--- src/rtl/keypad_scanner.sv ---
// rtl/keypad_scanner.sv - 4x4 keypad row scanner with debounced hex key decode
module keypad_scanner #(
    parameter int SCAN_DIV     = 1000,
    parameter int DEBOUNCE_CYC = 50000
) (
    input  logic       clk,
    input  logic       reset,
    input  logic [3:0] col,
    output logic [3:0] row,
    output logic [3:0] key,
    output logic       key_valid,
    output logic       key_held
);

    localparam int DW  = $clog2(SCAN_DIV);
    localparam int DBW = $clog2(DEBOUNCE_CYC);

    localparam logic [DW-1:0]  DWELL_LAST = DW'(SCAN_DIV - 1);
    localparam logic [DW-1:0]  DWELL_ONE  = DW'(1);
    localparam logic [DBW-1:0] DB_LAST    = DBW'(DEBOUNCE_CYC - 1);
    localparam logic [DBW-1:0] DB_ONE     = DBW'(1);

    typedef enum logic [1:0] {
        ST_SCAN     = 2'd0,
        ST_DEBOUNCE = 2'd1,
        ST_HELD     = 2'd2,
        ST_RELEASE  = 2'd3
    } state_t;

    state_t         state_q, state_d;
    logic [3:0]     row_q, row_d;
    logic [3:0]     pat_q, pat_d;
    logic [3:0]     key_q, key_d;
    logic           key_valid_q, key_valid_d;
    logic           key_held_q, key_held_d;
    logic [DW-1:0]  dwell_q, dwell_d;
    logic [DBW-1:0] db_q, db_d;

    logic [1:0]     row_idx;
    logic [1:0]     col_idx;
    logic [3:0]     map_code;
    logic           row_legal;
    logic [3:0]     row_next;
    logic           col_one_low;

    // Decode the frozen row, the latched column pattern and the incoming column pattern
    always_comb begin
        row_idx     = 2'd0;
        row_legal   = 1'b1;
        col_idx     = 2'd0;
        col_one_low = 1'b0;
        case (row_q)
            4'b1110: row_idx = 2'd0;
            4'b1101: row_idx = 2'd1;
            4'b1011: row_idx = 2'd2;
            4'b0111: row_idx = 2'd3;
            default: row_legal = 1'b0;
        endcase
        case (pat_q)
            4'b1110: col_idx = 2'd0;
            4'b1101: col_idx = 2'd1;
            4'b1011: col_idx = 2'd2;
            4'b0111: col_idx = 2'd3;
            default: col_idx = 2'd0;
        endcase
        case (col)
            4'b1110, 4'b1101, 4'b1011, 4'b0111: col_one_low = 1'b1;
            default:                            col_one_low = 1'b0;
        endcase
        // A corrupted row register restarts the scan at the top row
        row_next = row_legal ? {row_q[2:0], row_q[3]} : 4'b1110;
    end

    // Keypad legend lookup for the latched row/column
    always_comb begin
        map_code = 4'h0;
        case ({row_idx, col_idx})
            4'b00_00: map_code = 4'h1;
            4'b00_01: map_code = 4'h2;
            4'b00_10: map_code = 4'h3;
            4'b00_11: map_code = 4'hA;
            4'b01_00: map_code = 4'h4;
            4'b01_01: map_code = 4'h5;
            4'b01_10: map_code = 4'h6;
            4'b01_11: map_code = 4'hB;
            4'b10_00: map_code = 4'h7;
            4'b10_01: map_code = 4'h8;
            4'b10_10: map_code = 4'h9;
            4'b10_11: map_code = 4'hC;
            4'b11_00: map_code = 4'hE;
            4'b11_01: map_code = 4'h0;
            4'b11_10: map_code = 4'hF;
            4'b11_11: map_code = 4'hD;
            default:  map_code = 4'h0;
        endcase
    end

    // Scan / debounce / hold / release sequencing
    always_comb begin
        state_d     = state_q;
        row_d       = row_q;
        pat_d       = pat_q;
        key_d       = key_q;
        key_valid_d = 1'b0;
        key_held_d  = key_held_q;
        dwell_d     = dwell_q;
        db_d        = db_q;
        case (state_q)
            ST_SCAN: begin
                if (dwell_q == DWELL_LAST) begin
                    if (col_one_low) begin
                        pat_d   = col;
                        db_d    = '0;
                        state_d = ST_DEBOUNCE;
                    end else begin
                        row_d   = row_next;
                        dwell_d = '0;
                    end
                end else begin
                    dwell_d = dwell_q + DWELL_ONE;
                end
            end
            ST_DEBOUNCE: begin
                if (col == pat_q) begin
                    if (db_q == DB_LAST) begin
                        key_d       = map_code;
                        key_valid_d = 1'b1;
                        key_held_d  = 1'b1;
                        state_d     = ST_HELD;
                    end else begin
                        db_d = db_q + DB_ONE;
                    end
                end else begin
                    // Bounce: rescan the same row from a fresh settle dwell
                    state_d = ST_SCAN;
                    dwell_d = '0;
                end
            end
            ST_HELD: begin
                if (col == 4'hF) begin
                    db_d    = '0;
                    state_d = ST_RELEASE;
                end
            end
            ST_RELEASE: begin
                if (col == 4'hF) begin
                    if (db_q == DB_LAST) begin
                        key_held_d = 1'b0;
                        state_d    = ST_SCAN;
                        row_d      = row_next;
                        dwell_d    = '0;
                    end else begin
                        db_d = db_q + DB_ONE;
                    end
                end else begin
                    state_d = ST_HELD;
                end
            end
            default: begin
                state_d    = ST_SCAN;
                row_d      = 4'b1110;
                dwell_d    = '0;
                db_d       = '0;
                key_held_d = 1'b0;
            end
        endcase
    end

    // State and output registers
    always_ff @(posedge clk or negedge reset) begin
        if (!reset) begin
            state_q     <= ST_SCAN;
            row_q       <= 4'b1110;
            pat_q       <= 4'hF;
            key_q       <= 4'h0;
            key_valid_q <= 1'b0;
            key_held_q  <= 1'b0;
            dwell_q     <= '0;
            db_q        <= '0;
        end else begin
            state_q     <= state_d;
            row_q       <= row_d;
            pat_q       <= pat_d;
            key_q       <= key_d;
            key_valid_q <= key_valid_d;
            key_held_q  <= key_held_d;
            dwell_q     <= dwell_d;
            db_q        <= db_d;
        end
    end

    assign row       = row_q;
    assign key       = key_q;
    assign key_valid = key_valid_q;
    assign key_held  = key_held_q;

endmodule
--- config.mk ---
export PLATFORM = sky130hd
export DESIGN_NAME = keypad_scanner
export DESIGN_NICKNAME = d
export VERILOG_FILES = /design/src/rtl/keypad_scanner.sv
export SDC_FILE = /design/constraint.sdc
export NUM_CORES = 1
export LEC_CHECK = 0
export ABC_CLOCK_PERIOD_IN_PS = 3330
export CORE_ASPECT_RATIO = 1.25
export CORE_MARGIN = 2
export CORE_UTILIZATION = 55
export CTS_CLUSTER_DIAMETER = 40
export CTS_CLUSTER_SIZE = 25
export DETAILED_ROUTE_END_ITERATION = 7
export GPL_TIMING_DRIVEN = 0
export HOLD_SLACK_MARGIN = 0.02
export PLACE_DENSITY = 0.79
export SYNTH_ARGS = -nofsm -noshare
export SYNTH_HDL_FRONTEND = slang
export SYNTH_SLANG_ARGS = --single-unit
export TNS_END_PERCENT = 10
--- constraint.sdc ---
create_clock -name clk -period 3.33 [get_ports clk]
set_clock_uncertainty 0.15 [all_clocks]
set_input_delay 0.999 -clock clk [delete_from_list [all_inputs] [get_ports clk]]
set_output_delay 0.999 -clock clk [all_outputs]
set_load 0.03 [all_outputs]
==> results.py <==
metrics = {
    "run_status": {
        "outcome": "finished, final reports clean",
    },
    "timing": {
        "max_freq_ghz": 0.3097,
        "holdWs_ps": 330.8,
        "fin_crit_sh_pct": 96.98,
        "rsz0062_at_grt": "false",
        "drv_slew": 0,
        "worstMarginPinSlew_ps": 795.8,
        "hold_viol": 0,
        "slew-limit-headroom_pct": 46.46,
        "worst_slack_ps": 100.6,
        "finalSetupViolCount": 0,
        "period_needed_ps": 3229,
    },
    "global_route": {
        "grt_pass1_vias": 2062,
        "grt_antenna_before_repair": 0,
        "grt.total_usage_pct": 22.27,
        "grt_first_pass_wirelength_um": 9280,
        "grt_max_degree": 23,
        "grt.overflow.total": 0,
    },
    "setup_path": {
        "cp_data_required_time_ps": 3360,
        "max_stage_delay_ps": 600,
        "crit_path_frequent_cell": "nor2_1",
        "critical_path_buf_inv_count": 1,
        "critPathSlowestCell": "clkdlybuf4s50_1",
        "cp_max_fo": 9,
        "path_class": "input port to flop",
        "worstPathCellList": "clkdlybuf4s50_1, xor2_1, nor4_4, nor2_1, nor2_1, nand2_1, o41ai_1",
        "endpoint_kind": "flop",
        "crit_arrival_ps": 3250,
        "crit_family": "simple AND/OR/NAND/NOR gates",
        "cp-start-kind": "input port",
    },
    "cells_and_area": {
        "diodes": 0,
        "nNetsFinal": 328,
        "syn_to_final_growth_pct": 13.32,
        "fin_util_pct": 63.72,
        "drive_gt1_share_pct": 10.26,
        "final_cells": 372,
        "post-route-cell-area_sq_um": 2969,
    },
    "routing": {
        "drc": 0,
        "viasPerCell": 5.970,
        "antenna_left": 0,
        "num_vias": 2221,
        "drt_iter0_markers": 141,
        "drt-total-wl_um": 5567,
        "avgRoutedWirePerCell_um": 14.97,
        "first_pass_iters": 4,
    },
    "cts": {
        "cts_buffer_depth": 2,
        "cts_sinks": 42,
        "h-tree-depth": 2,
        "root_buffer": "clkbuf_8",
        "insertion_delay_ps": 290,
        "path_clk_slew_ps": 80,
        "cts_buffers": 5,
        "cts_tree": "yes",
        "cts_setup_buffers": 0,
    },
    "synth": {
        "synth-seq-cells": 42,
        "netlist_area_sq_um": 2620,
        "synth_edf_count": 0,
        "syn_inst": 288,
        "ys.flop_type": "dfrtp_1",
        "yosysSeqAreaShare_pct": 40.45,
        "synth_cell_types": 49,
        "yosys_warnings": 0,
        "ys_async_sr_fraction_pct": 100.0,
        "syn_area_per_cell_sq_um": 9.097,
        "synth_fp_nets": 305,
    },
    "power_and_ir_drop": {
        "ir_drop_uv": 207.8,
        "powerDensity_nw_per_um2": 292.6,
        "p_leak_nw": 1.305,
    },
    "die": {
        "io_pins": 16,
        "dieArea_sq_um": 5335,
        "dieWidth_um": 65.73,
        "core_sq_um": 4659,
        "start_util_pct": 56.23,
        "rows": 28,
        "fp.dieH_um": 81.17,
    },
    "place": {
        "portBuffers": 15,
        "dpl_cell_area_sq_um": 2868,
        "dp_cells": 364,
        "dp_slack_ps": -377.6,
        "hpwl_um": 4009,
        "place_congestion": 0.8976,
    },
    "job": {
        "drv_cap": 0,
    },
    "min_path": {
        "min_path_type": "flop to flop",
    },
}
-- stage by stage --
stage,power (mW),setup TNS [ps]
detailed placement,0.5503,-4249
global placement,0.5464,-3737
CTS,0.8743,0
floorplan,0.5264,0
global route,0.9025,0
finish,0.8689,0
-- worst min-delay path, cell delays in order (launching register included) --
cell and delay [ps]:
dfrtp_1 360, nand2_1 50, nand2_1 50
-- final cells by class --
cell class	count	area [sq um]
buffer	13	57.56
clock buffer	6	72.57
clock inverter	2	13.76
fill	382	1690
inverter	12	45.04
multi-input combinational	221	1473
sequential	42	1060
tap	60	75.07
timing repair buffer	16	172.7
-- layer usage --
metal  share of wire [%]  GRT usage (%)  up-vias
met5                   0              0        -
met4                 1.7          8.125        0
met3                 2.8          3.463        7
met2                  50          37.58       44
met1                  45          28.83     1078
li1                    -              -     1092
-- final timing paths --
kind	from	end	slack, ps	cells past startpoint
worst max-delay path	col[3]	db_q[12]	100	7
worst min-delay path	key[2]	key[2]	330	2
worst max register to register	dwell_q[0]	db_q[3]	410	8
worst min register to register	key[2]	key[2]	330	2
max in group asynchronous	reset	pat_q[1]	1950	2
min in group asynchronous	reset	row[0]	510	1
-- sequential cells by signal, indices dropped and copies added (netlist names) --
register,count
db_q,16
dwell_q,10
key,4
key_held,1
key_valid,1
pat_q,4
row,4
state_q,2
-- logic make-up (layout without fill, tap and decap cells) --
| family | Yosys count | in the layout | synth area share, % |
|---|---|---|---|
| and+or+nand+nor | 110 | 110 | 22.54 |
| muxes | 14 | 14 | 5.969 |
| xor gates and xnor gates | 10 | 10 | 3.343 |
| DFF | 42 | 42 | 40.45 |
| buffers and inverters | 25 | 49 | 3.916 |
| AOI/OAI and AO/OA | 76 | 76 | 18.53 |
| adders and majority gates | 11 | 11 | 5.253 |
-- timing repair --
| action | in CTS | in global routing |
|---|---|---|
| hold buffers | 0 | 0 |
| gates resized for setup | 1 | 1 |
| endpoints found under the setup margin | 2 | 2 |
-- layout by cell type, fill, tap and decap left out, types with 2 or more instances in the layout --
cell type,instances
a21oi_1,14
a22o_1,3
a2bb2oi_1,2
a31oi_1,6
and2_1,3
and3_1,10
and4_1,2
buf_2,2
clkbuf_1,12
clkbuf_8,5
clkdlybuf4s50_1,14
dfrtp_1,35
dfstp_2,7
ha_1,11
inv_1,11
mux2_2,5
mux2_4,2
mux2i_1,7
nand2_1,25
nand2b_1,5
nand3_1,16
nand4_1,8
nand4b_1,3
nand4bb_1,2
nor2_1,18
nor2b_1,4
nor3_1,3
nor4_1,2
o211ai_1,2
o21ai_0,30
o31ai_1,9
o41ai_1,2
or3_1,2
xor2_1,9
-- cells in the mapped netlist, types with 3 or more instances --
library cell / count / area (sq um)
and2_1: 3 / 18.77
dfrtp_1: 35 / 875.8
mux2i_1: 7 / 70.07
nand4b_1: 3 / 26.28
nand2_1: 25 / 93.84
ha_1: 11 / 137.6
nor4_1: 3 / 18.77
nand3_1: 16 / 80.08
nor2_1: 18 / 67.56
and3_1: 10 / 62.56
xor2_1: 9 / 78.83
a31oi_1: 6 / 37.54
a22o_1: 3 / 26.28
dfstp_2: 7 / 183.9
o21ai_0: 30 / 150.1
nor3_1: 3 / 15.01
nand4_1: 8 / 50.05
inv_1: 11 / 41.29
a21oi_1: 14 / 70.07
nand2b_1: 5 / 31.28
o31ai_1: 9 / 67.56
nor2b_1: 4 / 25.02
clkbuf_1: 11 / 41.29
mux2_2: 5 / 56.30
-- power by group --
| group | switching, mW | internal [mW] | leakage (nW) |
|---|---|---|---|
| combinational | 0.0196 | 0.0118 | 0.733 |
| clock | 0.179 | 0.148 | 0.0452 |
| sequential | 0.000237 | 0.510 | 0.526 |
Note: power is estimated with default switching activity, not from simulation.
